$ cat src/rtl/mac_array_ctrl.sv
// Sequencer for the 2-D MAC array: KLOAD/EXEC/FLUSH/DRAIN phases, skewed row instructions.
// Optional cycle counter output enabled by `define MAC_CTRL_PERF_CNT_EN.
module mac_array_ctrl #(
    parameter int row    = 8,
    parameter int col    = 8,
    parameter int len_bw = 8
) (
    input  logic              clk,
    input  logic              reset,
    input  logic              start,
    input  logic              mode,
    input  logic [len_bw-1:0] num_vec,
    output logic [2*row-1:0]  inst_w,
    output logic              mode_o,
    output logic              rd_en,
    output logic              drain_en,
    output logic              busy,
    output logic              done
`ifdef MAC_CTRL_PERF_CNT_EN
    ,
    output logic [31:0]       perf_cycles
`endif
);

    localparam int FL_LEN = row + col - 1;
    localparam int M1     = (col > FL_LEN) ? col : FL_LEN;
    localparam int N_MAX  = (1 << len_bw) - 1;
    localparam int M2     = (M1 > N_MAX) ? M1 : N_MAX;
    localparam int CW     = $clog2(M2 + 1);

    localparam logic [CW-1:0] KL_LAST = CW'(col - 1);
    localparam logic [CW-1:0] FL_LAST = CW'(FL_LEN - 1);
    localparam logic [CW-1:0] DR_LAST = CW'(row - 1);

    typedef enum logic [2:0] {
        IDLE,
        KLOAD,
        EXEC,
        FLUSH,
        DRAIN,
        DONE
    } state_t;

    state_t            state;
    state_t            state_nxt;
    logic [CW-1:0]     cnt;
    logic [len_bw-1:0] n_q;
    logic              m_q;
    logic [1:0]        base;
    logic [2*row-1:0]  chain;
    logic              accept;

    assign accept = (state == IDLE) && start;

    always_comb begin
        state_nxt = state;
        base      = 2'b00;
        unique case (state)
            IDLE: begin
                if (start) begin
                    if (!mode)
                        state_nxt = KLOAD;
                    else if (num_vec == '0)
                        state_nxt = FLUSH;
                    else
                        state_nxt = EXEC;
                end
            end
            KLOAD: begin
                base = 2'b01;
                if (cnt == KL_LAST)
                    state_nxt = (n_q == '0) ? FLUSH : EXEC;
            end
            EXEC: begin
                base = 2'b10;
                if (cnt == CW'(n_q) - CW'(1))
                    state_nxt = FLUSH;
            end
            FLUSH: begin
                if (cnt == FL_LAST)
                    state_nxt = m_q ? DRAIN : DONE;
            end
            DRAIN: begin
                if (cnt == DR_LAST)
                    state_nxt = DONE;
            end
            DONE:    state_nxt = IDLE;
            default: state_nxt = IDLE;
        endcase
    end

    always_ff @(posedge clk) begin
        if (reset) begin
            state <= IDLE;
            cnt   <= '0;
            n_q   <= '0;
            m_q   <= 1'b0;
        end else begin
            state <= state_nxt;
            // counter restarts at zero on every phase entry
            if (state == IDLE || state_nxt != state)
                cnt <= '0;
            else
                cnt <= cnt + CW'(1);
            if (accept) begin
                n_q <= num_vec;
                m_q <= mode;
            end
        end
    end

    // row r sees row 0's instruction r cycles later
    always_ff @(posedge clk) begin
        if (reset) begin
            chain <= '0;
        end else begin
            chain[1:0] <= base;
            for (int r = 1; r < row; r++)
                chain[2*r+:2] <= chain[2*(r-1)+:2];
        end
    end

    assign inst_w   = chain;
    assign mode_o   = m_q;
    assign rd_en    = (state == KLOAD) || (state == EXEC);
    assign drain_en = (state == DRAIN);
    assign busy     = (state != IDLE);
    assign done     = (state == DONE);

`ifdef MAC_CTRL_PERF_CNT_EN
    logic [31:0] perf_q;

    always_ff @(posedge clk) begin
        if (reset)
            perf_q <= '0;
        else if (accept)
            perf_q <= '0;
        else if (busy && perf_q != '1)
            perf_q <= perf_q + 32'd1;
    end

    assign perf_cycles = perf_q;
`endif

endmodule

$ cat config.mk
export PLATFORM = sky130hd
export DESIGN_NAME = mac_array_ctrl
export DESIGN_NICKNAME = d
export VERILOG_FILES = /design/src/rtl/mac_array_ctrl.sv
export SDC_FILE = /design/constraint.sdc
export NUM_CORES = 1
export LEC_CHECK = 0
export ABC_AREA = 1
export BUFFER_PORTS_ARGS = -buffer_cell sky130_fd_sc_hd__buf_2
export CORE_MARGIN = 3
export CORE_UTILIZATION = 52
export CTS_CLUSTER_SIZE = 24
export DETAILED_ROUTE_END_ITERATION = 12
export PLACE_DENSITY = 0.76
export SLEW_MARGIN = 20
export SYNTH_ARGS = -nofsm -noshare
export SYNTH_HDL_FRONTEND = slang
export SYNTH_SLANG_ARGS = --single-unit
$ cat constraint.sdc
create_clock -name clk -period 3 [get_ports clk]
set_clock_uncertainty 0.15 [all_clocks]
set_input_delay 0 -clock clk [delete_from_list [all_inputs] [get_ports clk]]
set_output_delay 0 -clock clk [all_outputs]
set_load 0.05 [all_outputs]
Yosys cells after proc, flatten, opt, wreduce, memory -nomap -nowiden
Index checks and enable logic that the tools add are counted.
{"block": "totals", "register_bits": 36, "inputBits": 12, "output_inout_bits": 21, "wordCells": 35}
{"block": "classes", "n_addsub": 2, "eq_ne": 9, "n_mux": 11, "reduce_logical": 8}
{"cell": "8-bit logical NOT", "n": 2}
{"cell": "3-bit 2-to-1 mux", "n": 5}
{"cell": "3-bit case mux with 5 select lines", "n": 1}
{"cell": "8-bit by 1-bit adder with 8-bit output, second input constant", "n": 1}
{"cell": "8-bit by 3-bit == test with 1-bit output, second input constant", "n": 1}
{"cell": "8-bit by 4-bit == test with 1-bit output, second input constant", "n": 1}
{"cell": "8-bit == test", "n": 1}
{"cell": "8-bit by 1-bit subtractor with 8-bit output, second input constant", "n": 1}
{"cell": "3-bit by 2-bit == test with 1-bit output, second input constant", "n": 2}
{"cell": "3-bit == test, second input constant", "n": 2}
{"cell": "2-bit case mux with 2 select lines", "n": 1}
{"cell": "3-bit by 1-bit == test with 1-bit output, second input constant", "n": 1}
{"cell": "3-bit logical NOT", "n": 1}
{"cell": "1-bit 2-to-1 mux", "n": 3}
{"cell": "3-bit inequality test", "n": 1}
{"cell": "3-bit nonzero test", "n": 1}
{"cell": "1-bit logical OR", "n": 2}
{"cell": "2-bit 2-to-1 mux", "n": 1}
{"cell": "2-bit OR reduction", "n": 1}
{"cell": "1-bit logical AND", "n": 1}

Depth between registers and ports, before layout
{"block": "depth", "word_depth": 8, "ltp_mapped": 14, "depth_no_buf": 14}

Worst setup path before layout
Ideal clock, no wire load.
{"block": "synth_path", "path_type": "reg-to-reg", "startpoint": "register state[2]", "endpoint": "register cnt[2]", "setup_ps": 117, "arrival_ps": 1741, "required_time_ps": 2733, "slack_ps": 992, "path_stages_with_launch": 10, "path_buffers": 0, "cell_sequence": "dfxtp_1 -> inv_2 -> nor2_1 -> nand2_1 -> nand2_1 -> nor2_2 -> nand2_1 -> nand2_2 -> nand2_4 -> nor2_2"}
{"block": "synth_between", "elab_chain_len": 5}
{"element": "from (decl)", "line_no": "44", "rtl": "state_t state;"}
{"element": "from (signal assigned)", "line_no": "99", "rtl": "state <= state_nxt;"}
{"element": "3-bit == test"}
{"element": "named net drain_en", "line_no": "16", "rtl": "output logic drain_en,"}
{"element": "3-bit case mux with 5 select lines", "line_no": "58", "rtl": "unique case (state)"}
{"element": "3-bit inequality test", "line_no": "101", "rtl": "if (state == IDLE || state_nxt != state)"}
{"element": "1-bit logical OR", "line_no": "101"}
{"element": "2-bit OR reduction (no source line)"}
{"element": "to (signal assigned)", "line_no": "104", "rtl": "cnt <= cnt + CW'(1);"}
{"element": "to (decl)", "line_no": "46", "rtl": "logic [CW-1:0] cnt;"}
The timed path passes the listed nets, and every way through them passes these cells.
A chain may end at the register's enable or synchronous reset.

Worst setup path after layout
{"block": "layout_path", "startpoint": "register state[1]", "endpoint": "register n_q[1]"}
{"block": "layout_between", "elab_chain_len": 2}
{"element": "3-bit logical NOT", "line_no": "53", "rtl": "assign accept = (state == IDLE) && start;"}
{"element": "1-bit logical AND", "line_no": "53"}
{"element": "to (signal assigned)", "line_no": "106", "rtl": "n_q <= num_vec;"}
{"element": "to (decl)", "line_no": "47", "rtl": "logic [len_bw-1:0] n_q;"}
No other way between the ends.

==> flow_metrics.tcl <==
set metrics [dict create \
    p_int_w 0.000790 \
    drt_first_pass_iters 5 \
    ff_latch_area_um2 721 \
    drc_errors 0 \
    areaGrowthSynthToFinish_pct 30.7 \
    syn_area_mm2 0.00176 \
    drt-total-wl_um 4200 \
    synth_nets 264 \
    seqPwrFrac_pct 44.9 \
    final-hold-violation-count 0 \
    avgViaCountPerCell 4.85 \
    post-dp-hpwl_um 2870 \
    start_util_pct 56.2 \
    drt_iter0_markers 107 \
    drv_cap 0 \
    antenna_found_initial 0 \
    ys_ff_latch 36 \
    finalSetupViolCount 0 \
    synth_top_area_share_pct 41.0 \
    numPortBuffers 32 \
    grt_max_degree 22 \
    multi_input_area_um2 855 \
    crit_path_top_delay_cell "dlygate4sd3_1" \
    synth_edf_count 0 \
    dieArea_mm2 0.00411 \
    placed_area_mm2 0.00196 \
    synth-async-reset-ratio_pct 0 \
    cts-resized-gates 0 \
    postSynthAreaPerCell_um2 7.08 \
    ir_worst_vdd_uv 403 \
    slowest_delay_ns 0.58 \
    path_clk_slew_ns 0.11 \
    syn-instance-count 248 \
    grt_pass1_wl_um 7390 \
    cp_cell_sequence "inv_2 > nand2_2 > nor2_4 > nand2_4 > o21ai_0 > dlygate4sd3_1 > a21oi_1 > dlygate4sd3_1" \
    gp_congestion 0.834 \
    final_layout_size_suffix_gt1_share_pct 23.8 \
    worstSetupStartpointType "flip-flop" \
    rsz0062_at_grt "no" \
    status "finished clean" \
    cts_tree "yes" \
    nets 326 \
    crit_type "reg2reg" \
    maxSlewHeadroom_pct 74.1 \
    min_path_type "reg2reg" \
    switchingPower_w 0.000371 \
    cp_max_fo 18 \
    num_rows 20 \
    clkSinkCount 36 \
    p_per_area_mw_per_mm2 506 \
    crit_arrival_ns 2.53 \
    numCtsBuffers 5 \
    ys_dominant_reg_cell "dfxtp_1" \
    ys_types 23 \
    fill_cells 261 \
    ant_nets 0 \
    power.share.clock_pct 28.9 \
    fmax_mhz 408 \
    die_h_um 64.1 \
    finalSetupTns_ns 0 \
    crit_top_cell "dlygate4sd3_1" \
    core_mm2 0.00313 \
    postLayoutCellArea_mm2 0.00230 \
    synth_top_area_cell "dfxtp_1" \
    cts_root_buf "clkbuf_4" \
    pwr-share-comb_pct 26.2 \
    yosys-top-cells-area "dfxtp_1, nand2_1, inv_1" \
    cts.htree.levels 2 \
    die_w_um 64.1 \
    yosysMostFrequentCell "nand2_1" \
    yosysWarnings 0 \
    cts_setup_buffers 0 \
    grt_overflow 0 \
    io_pins 33 \
    clk_latency_ns 0.34 \
    ys_seq_area_share_pct 41.0 \
    grt_pass1_vias 1730 \
    vias 1720 \
    endpoint_kind "flip-flop" \
    cts_buffer_depth 2 \
    switching_share_pct 31.9 \
    fin_crit_ns 2.45 \
    leakagePower_nw 1.10 \
    diodes 0 \
    maxSlewViolCount 0 \
    grt_use_total_pct 22.9 \
    avgRoutedWirePerCell_um 11.8 \
    critPathRequiredTime_ns 3.08 \
    finalCritPeriodShare_pct 81.7 \
    tightest_slew_ns 0.389 \
    ys_top_cells_by_count "nand2_1, dfxtp_1, inv_1" \
]
final cells by class:
type	instances	share of cell area, %
clock buffer	6	1.80
inverter	45	7.36
sequential	36	31.4
timing repair buffer	58	18.3
multi-input combinational	164	37.2
tap	44	2.40
clock inverter	2	1.53
cells by family (layout without fill, tap and decap cells):
kind of cell	Yosys count	in the layout	synth area share, %
adders and majority gates	4	4	2.85
AOI/OAI and AO/OA	22	22	6.27
DFF	36	36	41.0
and+or+nand+nor	131	131	36.0
xor gates and xnor gates	7	7	3.49
buffers and inverters	48	111	10.3
routing by layer:
metal / GRT usage [%] / vias up / part of all wire [%]
met2: 40.3 / 45 / 51
met1: 26.3 / 782 / 42
met5: 0 / - / 0
met4: 7.92 / 0 / 1.6
met3: 6.85 / 9 / 5.3
li1: - / 884 / -
what timing repair did:
item	CTS	global route
endpoints found under the setup margin	0	0
hold buffers	26	0
endpoints found under the hold margin	28	0
placed cells by master, fill, tap and decap left out, types with 2 or more instances in the layout:
master,count
nand2_1,47
inv_1,36
dfxtp_1,36
buf_2,32
nor2_1,31
dlygate4sd3_1,26
nand3_1,17
nor2_2,15
a21oi_1,13
inv_2,8
o21ai_0,8
nand2_2,5
xor2_1,5
clkbuf_4,5
nor2_4,4
nor3_1,4
nand4_1,4
ha_1,4
nand2_4,2
xnor2_1,2
metrics by stage:
stage	utilization [%]	std cells	setup slack, ns	total power, W	hold WS (ns)
after CTS	73.4	355	0.593	0.00117	0.270
after floorplan	-	248	0.992	0.000735	0.0405
after detailed placement	62.6	321	1.11	0.000791	0.158
after global routing	73.4	355	0.396	0.00123	0.297
after global placement	62.6	321	1.19	0.000787	0.148
final	73.4	355	0.549	0.00116	0.272
flip-flops by register name, indices dropped and copies added, names as in the netlist:
signal	cells
inst_w	16
cnt	8
n_q	8
state	3
mode_o	1
worst max-delay path: cells and delay by family, from the launching register on:
kind            cells  cell delay, ns
flops               1            0.36
compound gates      2            0.25
simple gates        3            0.37
buf+inv             3            1.23
worst paths after layout:
check                  from   endpoint  slack, ns  cells after the start
setup / recovery   state[1]     n_q[1]       0.55                      8
hold / removal    inst_w[4]  inst_w[6]       0.27                      2
setup reg to reg   state[1]     n_q[1]       0.55                      8
hold reg to reg   inst_w[4]  inst_w[6]       0.27                      2
power groups by stage:
| stage | logic, W | clock network, W | registers [W] |
|---|---|---|---|
| 2_1_floorplan | 0.000191 | 0 | 0.000544 |
| 3_3_place_gp | 0.000255 | 0 | 0.000531 |
| 3_5_place_dp | 0.000259 | 0 | 0.000531 |
| 4_1_cts | 0.000299 | 0.000345 | 0.000521 |
| 5_1_grt | 0.000341 | 0.000368 | 0.000524 |
| 6_report | 0.000304 | 0.000336 | 0.000521 |
(Power assumes the default switching activity.)
